**src/rtl/dispatcher_pkg.sv**
```systemverilog
// Shared definitions for the block dispatcher and its round-robin helper.
// Contents:
//   state_e            - dispatcher FSM state encoding
//   Default*           - default parameter values (CU count, index/mu widths)
//   ptr_width()        - width of a CU index/pointer for a given CU count
package dispatcher_pkg;

    typedef enum logic [2:0] {
        StIdle  = 3'd0,
        StPick  = 3'd1,
        StIssue = 3'd2,
        StDrain = 3'd3,
        StDone  = 3'd4
    } state_e;

    localparam int unsigned DefaultNCu        = 4;
    localparam int unsigned DefaultIndexWidth = 8;
    localparam int unsigned DefaultMaxMuLog   = 8;

    // A single CU still needs a 1-bit pointer so the vectors stay legal.
    function automatic int unsigned ptr_width(input int unsigned n);
        return (n > 1) ? $clog2(n) : 1;
    endfunction

endpackage

```
**src/rtl/rr_select.sv**
```systemverilog
// Combinational round-robin first-free finder.
// Ports:
//   free_i  - one bit per requester, 1 = available
//   ptr_i   - index where the search starts (wraps modulo N)
//   grant_o - one-hot selection of the first free entry at or after ptr_i
//   valid_o - 1 when any entry is free
module rr_select
    import dispatcher_pkg::*;
#(
    parameter int unsigned N    = DefaultNCu,
    parameter int unsigned PtrW = ptr_width(N)
) (
    input  logic [N-1:0]    free_i,
    input  logic [PtrW-1:0] ptr_i,
    output logic [N-1:0]    grant_o,
    output logic            valid_o
);

    logic [PtrW-1:0] idx;

    always_comb begin
        grant_o = '0;
        valid_o = 1'b0;
        idx     = '0;
        for (int unsigned k = 0; k < N; k++) begin
            idx = PtrW'((32'(ptr_i) + k) % N);
            if (!valid_o && free_i[idx]) begin
                grant_o[idx] = 1'b1;
                valid_o      = 1'b1;
            end
        end
    end

endmodule

```
**src/rtl/block_dispatcher.sv**
```systemverilog
// Top-level block scheduler of the matrix-multiply coprocessor. Walks every output
// block C_ij in row-major order and hands each to a free control unit (CU).
// Ports:
//   i_Clock, i_Reset      - clock, asynchronous active-high reset
//   i_Start, i_mu         - start request and blocks-per-side (latched on start)
//   o_Row_Index           - per-CU row index, slice c belongs to CU c
//   o_Column_Index        - per-CU column index
//   o_Indexes_Ready       - per-CU request, at most one bit high
//   i_Indexes_Received    - per-CU acknowledge (level)
//   i_Result_Ready        - per-CU result-written flag (level)
//   o_Busy, o_Done        - run status
//   o_Blocks_Completed    - blocks whose results are back for the current run
module block_dispatcher
    import dispatcher_pkg::*;
#(
    parameter int unsigned N_CU        = DefaultNCu,
    parameter int unsigned INDEX_WIDTH = DefaultIndexWidth,
    parameter int unsigned MAX_MU_LOG  = DefaultMaxMuLog
) (
    input  logic                        i_Clock,
    input  logic                        i_Reset,
    input  logic                        i_Start,
    input  logic [MAX_MU_LOG-1:0]       i_mu,
    output logic [N_CU*INDEX_WIDTH-1:0] o_Row_Index,
    output logic [N_CU*INDEX_WIDTH-1:0] o_Column_Index,
    output logic [N_CU-1:0]             o_Indexes_Ready,
    input  logic [N_CU-1:0]             i_Indexes_Received,
    input  logic [N_CU-1:0]             i_Result_Ready,
    output logic                        o_Busy,
    output logic                        o_Done,
    output logic [2*MAX_MU_LOG-1:0]     o_Blocks_Completed
);

    localparam int unsigned PtrW = ptr_width(N_CU);
    localparam int unsigned CntW = 2 * MAX_MU_LOG;
    localparam logic [MAX_MU_LOG-1:0] MuOne = MAX_MU_LOG'(1);

    state_e                      state_q;
    logic [MAX_MU_LOG-1:0]       mu_q, i_q, j_q;
    logic [N_CU-1:0]             busy_q, busy_d, ready_q;
    logic [PtrW-1:0]             ptr_q, sel_q, grant_idx;
    logic [N_CU*INDEX_WIDTH-1:0] row_q, col_q;
    logic [CntW-1:0]             count_q, count_inc, mu_sq;
    logic                        run_q, done_q;

    logic [N_CU-1:0] free, grant, complete_m, accept_m;
    logic            grant_valid, accept, last_block;

    assign free = ~busy_q;

    rr_select #(
        .N    (N_CU),
        .PtrW (PtrW)
    ) u_rr_select (
        .free_i  (free),
        .ptr_i   (ptr_q),
        .grant_o (grant),
        .valid_o (grant_valid)
    );

    always_comb begin
        // A CU with a pending request still shows its old result flag; that is not a completion.
        complete_m = busy_q & i_Result_Ready & ~ready_q;
        // Result flag still high means the ack is left over from the previous job.
        accept_m   = (state_q == StIssue) ? (ready_q & i_Indexes_Received & ~i_Result_Ready)
                                          : '0;
        accept     = |accept_m;
        busy_d     = (busy_q & ~complete_m) | accept_m;
        count_inc  = '0;
        grant_idx  = '0;
        for (int unsigned c = 0; c < N_CU; c++) begin
            count_inc = count_inc + CntW'(complete_m[c]);
            if (grant[c]) grant_idx = PtrW'(c);
        end
        mu_sq      = CntW'(mu_q) * CntW'(mu_q);
        last_block = (i_q == mu_q - MuOne) && (j_q == mu_q - MuOne);
    end

    always_ff @(posedge i_Clock or posedge i_Reset) begin
        if (i_Reset) begin
            state_q <= StIdle;
            mu_q    <= '0;
            i_q     <= '0;
            j_q     <= '0;
            busy_q  <= '0;
            ready_q <= '0;
            ptr_q   <= '0;
            sel_q   <= '0;
            row_q   <= '0;
            col_q   <= '0;
            count_q <= '0;
            run_q   <= 1'b0;
            done_q  <= 1'b0;
        end else begin
            busy_q  <= busy_d;
            count_q <= count_q + count_inc;
            unique case (state_q)
                StIdle, StDone: begin
                    if (i_Start) begin
                        mu_q    <= i_mu;
                        i_q     <= '0;
                        j_q     <= '0;
                        count_q <= '0;
                        if (i_mu == '0) begin
                            state_q <= StDone;
                            run_q   <= 1'b0;
                            done_q  <= 1'b1;
                        end else begin
                            state_q <= StPick;
                            run_q   <= 1'b1;
                            done_q  <= 1'b0;
                        end
                    end
                end
                StPick: begin
                    if (grant_valid) begin
                        sel_q   <= grant_idx;
                        ready_q <= grant;
                        row_q[32'(grant_idx)*INDEX_WIDTH +: INDEX_WIDTH] <= INDEX_WIDTH'(i_q);
                        col_q[32'(grant_idx)*INDEX_WIDTH +: INDEX_WIDTH] <= INDEX_WIDTH'(j_q);
                        state_q <= StIssue;
                    end
                end
                StIssue: begin
                    if (accept) begin
                        ready_q <= '0;
                        ptr_q   <= (sel_q == PtrW'(N_CU - 1)) ? '0 : sel_q + PtrW'(1);
                        if (last_block) begin
                            state_q <= StDrain;
                        end else begin
                            state_q <= StPick;
                            if (j_q == mu_q - MuOne) begin
                                j_q <= '0;
                                i_q <= i_q + MuOne;
                            end else begin
                                j_q <= j_q + MuOne;
                            end
                        end
                    end
                end
                StDrain: begin
                    if (busy_q == '0 && count_q == mu_sq) begin
                        state_q <= StDone;
                        run_q   <= 1'b0;
                        done_q  <= 1'b1;
                    end
                end
                default: state_q <= StIdle;
            endcase
        end
    end

    assign o_Row_Index        = row_q;
    assign o_Column_Index     = col_q;
    assign o_Indexes_Ready    = ready_q;
    assign o_Busy             = run_q;
    assign o_Done             = done_q;
    assign o_Blocks_Completed = count_q;

endmodule

```
**config.mk**
```make
export PLATFORM = sky130hd
export DESIGN_NAME = block_dispatcher
export DESIGN_NICKNAME = d
export VERILOG_FILES = /design/src/rtl/dispatcher_pkg.sv /design/src/rtl/rr_select.sv /design/src/rtl/block_dispatcher.sv
export SDC_FILE = /design/constraint.sdc
export NUM_CORES = 1
export LEC_CHECK = 0
export CAP_MARGIN = 15
export CORE_AREA = 3 3 123 125
export DETAILED_ROUTE_END_ITERATION = 6
export DIE_AREA = 0 0 126 128
export GPL_TIMING_DRIVEN = 0
export PLACE_DENSITY_LB_ADDON = 0.15
export SYNTH_ARGS = -nofsm -noshare
export SYNTH_HDL_FRONTEND = slang
export SYNTH_HIERARCHICAL = 1
export SYNTH_SLANG_ARGS = --single-unit
```
**constraint.sdc**
```tcl
create_clock -name i_Clock -period 8 [get_ports i_Clock]
set_input_delay 0.8 -clock i_Clock [delete_from_list [all_inputs] [get_ports i_Clock]]
set_output_delay 0.8 -clock i_Clock [all_outputs]
set_load 0.03 [all_outputs]
```
==> summary.txt, run 1 <==
Status
  – Status: finished, final reports clean

Global routing
  – Number of global-route vias before repair: 7697
  – Total GRT Usage: 0.292
  – Total grt overflow: 0
  – Largest net degree at the start of global routing: 77
  – Initial antenna violation count: 0
  – First-pass GRT wire length: 38.2 mm

Min path
  – Hold Path Class: flip-flop to flip-flop

Die
  – Starting Density: 0.608
  – I/O pins: 105
  – Die Span X: 126 microns
  – Die Ht: 128 microns
  – DIE AREA: 16100 sq um
  – Total core area: 14000 sq um
  – Num rows: 43

Clock tree
  – H-tree Lvls: 4
  – Clock Latency Late Sink: 0.43 ns
  – Post-CTS Setup Bufs: 0
  – PostCTS Resize Cnt: 0
  – Clock Pin Slew Worst Setup and Hold Paths: 0.06 ns
  – CTS Root Cell: clkbuf_16
  – Clk sinks: 121
  – Cts hold-fix bufs: 0
  – CTS buffer count: 17
  – TritonCTS clock tree: done
  – Clk buf depth: 2

Critical path
  – Worst reg-to-reg setup slack: 1.64 ns
  – Crit Path Class: flip-flop to flip-flop
  – Worst Path Required: 8.25 ns
  – Startpoint Class: flip-flop
  – WP data arrival: 6.61 ns
  – Crit end category: flip-flop
  – Max FO, Critical Path: 10

Timing
  – RSZ-0062 raised after global routing: false
  – Fin crit share: 0.795
  – Fin Setup TNS: 0 ns
  – Setup WS post-layout: 1.64 ns
  – Final number of hold-violating endpoints: 0
  – Final slew viol count: 0
  – Maximum clock rate: 157 MHz
  – Actual slew at the worst max-slew pin: 0.944 ns
  – Final Critical Period: 6.36 ns
  – Fin Clk Skew: 0.0164 ns
  – Hold slack: 0.477 ns
  – Worst slew margin: 0.365
  – Setup-failing EPs final: 0

Final layout
  – Fin util: 0.749
  – Post-route cell area: 10500 sq um
  – Filler Cell Count: 1051
  – Area Growth Syn to Fin: 23.1%
  – Fin cells: 1310
  – Fin nets: 1209
  – Sequential Area: 3030 sq um
  – Layout cells sized above 1: 0.0575
  – Multi-input logic area: 4990 sq um
  – Ant. Diodes: 0

Synthesis
  – Synthesized area per cell: 8.56 sq um
  – EDFF count, synth: 0
  – Net count after synthesis: 1085
  – Sequential fraction of the synthesis area: 0.356
  – Post-synth top area cell: dfrtp_1
  – Synth Register Bits: 121
  – Mapped Area: 8510 sq um
  – Post-synth top area share: 0.356
  – Synth Instances: 994
  – Commonest cells in the netlist: 204 x nand2_1, 121 x dfrtp_1, 104 x o21ai_0
  – Warnings, synthesis: 6
  – Most common cell in the netlist: nand2_1
  – Synth area leaders: dfrtp_1 36%, nand2_1 9.0%, ha_1 6.8%, fa_1 6.1%, o21ai_0 6.1%
  – Yosys cell types: 71
  – Async S/R FF share, synth: 1.00
  – Top_reg_cell synth: dfrtp_1

Pwr
  – VDD IR max: 0.000373 V
  – Tot Pwr: 4.76 mW
  – PD cells: 454 nW/um^2
  – Static leakage: 4.51 nW

Placement
  – DP Area: 9810 sq um
  – Placed Cells incl. Taps: 1279
  – DP HPWL: 16.5 mm
  – Place WS: 1.66 ns
  – # port buffers: 104
  – GPL Wtd Cong: 0.932

Routing
  – Via count of the routed design: 7832
  – Drt wl/cell: 17.6 microns
  – DR vias/cell: 5.98
  – Final ANT Viol Nets: 0
  – 1st-iter DRT viols: 838
  – Residual DRC: 0
  – Drt total wl: 23.1 mm
  – Pre-Repair DR Iteration Count: 6

Flow run
  – Max Cap Viol: 0
-- power by group --
| group | leakage [nW] | total, mW | internal (mW) | switching (mW) |
|---|---|---|---|---|
| sequential | 1.65 | 0.814 | 0.710 | 0.104 |
| clock | 0.322 | 0.880 | 0.586 | 0.293 |
| combinational | 2.54 | 3.07 | 1.18 | 1.89 |
-- final timing paths --
kind | start | to | cells past startpoint
worst min-delay path | o_Column_Index[11]$_DFFE_PP0P_ | o_Column_Index[11]$_DFFE_PP0P_ | 2
worst max-delay path | mu_q[5]$_DFFE_PP0P_ | o_Busy$_DFFE_PP0P_ | 17
max in group asynchronous | i_Reset | i_q[0]$_DFFE_PP0P_ | 3
worst min register to register | o_Column_Index[11]$_DFFE_PP0P_ | o_Column_Index[11]$_DFFE_PP0P_ | 2
worst max register to register | mu_q[5]$_DFFE_PP0P_ | o_Busy$_DFFE_PP0P_ | 17
min in group asynchronous | i_Reset | o_Row_Index[11]$_DFFE_PP0P_ | 2
-- kinds of logic (layout without fill, tap and decap cells) --
logic type               count (synthesis)  after routing  synth area share
XOR/XNOR                                48             48            0.0510
buffers and inverters                  122            258            0.0575
AND/OR/NAND/NOR                        401            401             0.232
multiplexers                            17             17            0.0223
flip-flops                             121            121             0.356
adder cells (fa/ha/maj)                 72             72             0.129
AO/OA/AOI/OAI                          213            213             0.152
-- routing by layer --
metal  track usage  routed length [microns]  up-vias
li1              -                        -     3649
met1         0.385                     9520     3778
met2         0.491                    11500      338
met3        0.0429                     1440       67
met4         0.114                      621        0
met5             0                        0        -
-- critical path: stages (launching register included) --
cell	delay [ns]
dfrtp_1	0.46
clkbuf_1	0.34
clkbuf_1	0.43
nand2_1	0.13
fa_1	0.51
fa_1	0.52
fa_1	0.55
inv_1	0.06
fa_1	0.51
ha_1	0.30
clkbuf_1	0.19
a211o_1	0.34
a2111oi_0	0.35
nor3_1	0.14
a32oi_1	0.17
nand4_1	0.12
nor4_1	0.83
o21ai_0	0.21
-- sequential cells by signal, summed over array words and instances (netlist names) --
| name | cells |
|---|---|
| mu_q | 8 |
| o_Done | 1 |
| o_Blocks_Completed | 16 |
| o_Row_Index | 32 |
| ptr_q | 2 |
| o_Column_Index | 32 |
| o_Indexes_Ready | 4 |
| busy_q | 4 |
| sel_q | 2 |
| j_q | 8 |
| i_q | 8 |
| o_Busy | 1 |
| state_q | 3 |
-- cell type report --
cell class	count	share of cell area
Tap cell	180	0.0215
Inverter	60	0.0220
Buffer	62	0.0252
Clock inverter	13	0.0229
Clock buffer	18	0.0410
Timing Repair Buffer	105	0.102
Sequential cell	121	0.289
Multi-Input combinational cell	751	0.477
-- placed cells by master, fill, tap and decap left out, types with 9 or more instances in the layout --
cell             synthesis  layout
nand2_1                204     204
clkbuf_16                0      17
nor3_1                  20      20
or3_1                   12      12
nand2b_1                13      13
o31ai_1                 12      12
clkbuf_1                50      51
xor2_1                  22      22
and3_1                  13      13
clkdlybuf4s50_1          0     104
o22ai_1                 10      10
a21oi_1                 34      34
fa_1                    26      26
and2_1                  13      13
o21ai_0                104     104
nand3_1                 22      22
inv_1                   59      58
xnor2_1                 25      25
mux2i_1                 10      10
nor3b_1                  9       9
ha_1                    46      46
or4_1                   10      10
nor2_1                  39      39
dfrtp_1                121     121
(Power assumes the default switching activity.)
==> run 2, diff against run 1 <==
--- a/config.mk
+++ b/config.mk
@@ -6,9 +6,9 @@
 export NUM_CORES = 1
 export LEC_CHECK = 0
 export CAP_MARGIN = 15
-export CORE_AREA = 3 3 123 125
+export CORE_AREA = 3 3 127 129
 export DETAILED_ROUTE_END_ITERATION = 6
-export DIE_AREA = 0 0 126 128
+export DIE_AREA = 0 0 130 132
 export GPL_TIMING_DRIVEN = 0
 export PLACE_DENSITY_LB_ADDON = 0.15
 export SYNTH_ARGS = -nofsm -noshare
==> constraint.sdc (replaced) <==
create_clock -name i_Clock -period 6.15 [get_ports i_Clock]
set_input_delay 0.615 -clock i_Clock [delete_from_list [all_inputs] [get_ports i_Clock]]
set_output_delay 0.615 -clock i_Clock [all_outputs]
set_load 0.03 [all_outputs]
==> run 2 against run 1 <==
  * Combinational power up 31%
  * Worst hold slack better by 0.0011 ns
  * Wire length down 1.0%
  * Count of clock-buffer cells in the layout down 1
  * Via count down 1.1%
  * Sequential power up 31%
  * Highest routed layer unchanged
  * Power up 29%
  * Sequential share of layout area up 0.11 points
  * Critical path type unchanged
  * Setup slack worse by 1.3 ns
==> summary.txt, run 2 (synthesis gave the netlist of run 1 again) <==
Status
  – Status: finished, final reports clean (unchanged)

Timing
  – RSZ-0062 raised after global routing: false (unchanged)
  – Final Critical Period: 5.80 ns (was 6.36 ns)
  – Maximum clock rate: 172 MHz (was 157 MHz)
  – Final number of hold-violating endpoints: 0 (unchanged)
  – Actual slew at the worst max-slew pin: 0.768 ns (was 0.944 ns)
  – Final slew viol count: 0 (unchanged)
  – Fin Setup TNS: 0 ns (unchanged)
  – Fin crit share: 0.943 (was 0.795)
  – Setup-failing EPs final: 0 (unchanged)
  – Fin Clk Skew: 0.00989 ns (was 0.0164 ns)
  – Worst slew margin: 0.484 (was 0.365)

Final layout
  – Commonest cells after routing, fill and taps aside: 204 x nand2_1, 121 x dfrtp_1, 104 x o21ai_0, 104 x clkdlybuf4s50_1, 58 x inv_1 (unchanged)
  – Ant. Diodes: 0 (unchanged)
  – Fin cells: 1317 (was 1310)
  – Sequential Area: 3030 sq um (unchanged)
  – Area Growth Syn to Fin: 22.6% (was 23.1%)
  – Fin nets: 1207 (was 1209)
  – Multi-input logic area: 5010 sq um (was 4990 sq um)
  – Post-route cell area: 10400 sq um (was 10500 sq um)
  – Commonest non-fill, non-tap cell in the layout: nand2_1 (unchanged)
  – Filler Cell Count: 1239 (was 1051)
  – Layout cells sized above 1: 0.0647 (was 0.0575)
  – Fin util: 0.689 (was 0.749)

Clock tree
  – Clk sinks: 121 (unchanged)
  – CTS Root Cell: clkbuf_16 (unchanged)
  – Cts hold-fix bufs: 0 (unchanged)
  – Clock Pin Slew Worst Setup and Hold Paths: 0.06 ns (about the same)
  – H-tree Lvls: 4 (unchanged)
  – CTS buffer count: 17 (unchanged)
  – Clock Latency Late Sink: 0.43 ns (about the same)
  – Clk buf depth: 2 (unchanged)
  – TritonCTS clock tree: done (unchanged)
  – Post-CTS Setup Bufs: 0 (unchanged)

Global routing
  – Number of global-route vias before repair: 7499 (was 7697)
  – Largest net degree at the start of global routing: 71 (was 77)
  – Initial antenna violation count: 0 (unchanged)
  – Total GRT Usage: 0.271 (was 0.292)
  – First-pass GRT wire length: 37.4 mm (was 38.2 mm)
  – Total grt overflow: 0 (unchanged)

Placement
  – # port buffers: 104 (unchanged)
  – Placed Cells incl. Taps: 1287 (was 1279)
  – DP Area: 9820 sq um (was 9810 sq um)
  – GPL Wtd Cong: 0.937 (was 0.932)
  – DP HPWL: 16.3 mm (was 16.5 mm)

Min path
  – Worst Hold End: o_Row_Index[19]$_DFFE_PP0P_ (was o_Column_Index[11]$_DFFE_PP0P_)
  – Worst hold stages: 2 (unchanged)
  – Hold Path Class: flip-flop to flip-flop (unchanged)
  – Worst min-delay path startpoint: o_Row_Index[19]$_DFFE_PP0P_ (was o_Column_Index[11]$_DFFE_PP0P_)

Critical path
  – Reg2Reg Depth: 17 (unchanged)
  – Crit end category: flip-flop (unchanged)
  – Worst reg-to-reg setup slack: 0.35 ns (was 1.64 ns)
  – Crit Path Class: flip-flop to flip-flop (unchanged)
  – WP data arrival: 6.08 ns (was 6.61 ns)
  – Worst Path Required: 6.43 ns (was 8.25 ns)
  – Startpoint Class: flip-flop (unchanged)
  – R2R Path End: o_Busy$_DFFE_PP0P_ (unchanged)
  – Max FO, Critical Path: 10 (unchanged)
  – Reg2reg start: mu_q[5]$_DFFE_PP0P_ (unchanged)

Routing
  – Via count of the routed design: 7749 (was 7832)
  – Drt wl/cell: 17.4 microns (was 17.6 microns)
  – Drt total wl: 22.9 mm (was 23.1 mm)
  – DR vias/cell: 5.88 (was 5.98)
  – Residual DRC: 0 (unchanged)
  – 1st-iter DRT viols: 644 (was 838)
  – Final ANT Viol Nets: 0 (unchanged)
  – Pre-Repair DR Iteration Count: 5 (was 6)

Die
  – Starting Density: 0.562 (was 0.608)
  – Total core area: 15100 sq um (was 14000 sq um)
  – Die Span X: 130 microns (was 126 microns)
  – Num rows: 45 (was 43)
  – I/O pins: 105 (unchanged)
  – Die Ht: 132 microns (was 128 microns)
  – DIE AREA: 17200 sq um (was 16100 sq um)

Pwr
  – PD cells: 587 nW/um^2 (was 454 nW/um^2)
  – VDD IR max: 0.000407 V (was 0.000373 V)
  – Static leakage: 4.50 nW (was 4.51 nW)
  – Tot Pwr: 6.13 mW (was 4.76 mW)

Flow run
  – Max Cap Viol: 0 (unchanged)
-- run 2: how the worst max path moves through the flow --
stage                     slack (ns)                  to                 from
final                           0.35  o_Busy$_DFFE_PP0P_  mu_q[5]$_DFFE_PP0P_
after detailed placement       -0.22  o_Busy$_DFFE_PP0P_  mu_q[5]$_DFFE_PP0P_
after global routing            0.03  o_Busy$_DFFE_PP0P_  mu_q[5]$_DFFE_PP0P_
after global placement         -0.14  o_Busy$_DFFE_PP0P_  mu_q[6]$_DFFE_PP0P_
after CTS                      0.009  o_Busy$_DFFE_PP0P_  mu_q[5]$_DFFE_PP0P_
after floorplan                 0.73  o_Busy$_DFFE_PP0P_  mu_q[5]$_DFFE_PP0P_
-- run 2: cell type report --
cell class | instances | share of cell area
flip-flops and latches | 121 | 0.290
clock inverters | 15 | 0.0171
repair buffers | 105 | 0.102
clock buffers | 17 | 0.0408
plain buffers | 60 | 0.0252
well taps | 188 | 0.0225
multi-input cells | 751 | 0.480
inverters | 60 | 0.0221
-- run 2: power breakdown --
group | internal (mW) | leakage (nW) | total [mW] | switching (mW)
clock network | 0.615 | 0.297 | 1.04 | 0.425
logic | 1.53 | 2.55 | 4.02 | 2.49
registers | 0.923 | 1.65 | 1.07 | 0.144
total | 3.07 | 4.50 | 6.13 | 3.06
-- run 2: per-stage QoR --
| stage | setup slack [ns] | hold WS (ns) |
|---|---|---|
| detailed placement | -0.215 | 0.470 |
| CTS | 0.00903 | 0.485 |
| global route | 0.0338 | 0.510 |
| global placement | -0.141 | 0.462 |
| finish | 0.350 | 0.479 |
| floorplan | 0.733 | 0.499 |
-- run 2: critical path, cell delays in order (launching register included) --
cell and delay (ns):
dfrtp_1 0.47, clkbuf_2 0.27, clkbuf_2 0.26, nand2_1 0.09, fa_1 0.50, fa_1 0.54
fa_1 0.55, inv_1 0.06, fa_1 0.50, ha_1 0.31, clkbuf_1 0.21, a211o_1 0.34
a2111oi_0 0.36, nor3_1 0.15, a32oi_1 0.17, nand4_1 0.19, nor4_4 0.52, o21ai_0 0.16
-- run 2: layer usage --
layer / up-vias / global-route usage / wire, microns
met4: 0 / 0.0935 / 659
met2: 268 / 0.442 / 11200
met5: - / 0 / 0
met1: 3766 / 0.365 / 9740
li1: 3660 / - / -
met3: 55 / 0.0438 / 1250
-- run 2: what timing repair did --
action                                  CTS  global route
pin swaps                                 0             0
cloned                                    0             0
endpoints found under the setup margin    5             5
gates resized for setup                   1            10
==> run 3, diff against run 2 <==
--- a/config.mk
+++ b/config.mk
@@ -11,6 +11,7 @@
 export DIE_AREA = 0 0 130 132
 export GPL_TIMING_DRIVEN = 0
 export PLACE_DENSITY_LB_ADDON = 0.15
+export SLEW_MARGIN = 20
 export SYNTH_ARGS = -nofsm -noshare
 export SYNTH_HDL_FRONTEND = slang
 export SYNTH_HIERARCHICAL = 1
==> results of run 3 <==
No change in the layout: final DEF, timing and power equal those of run 2.
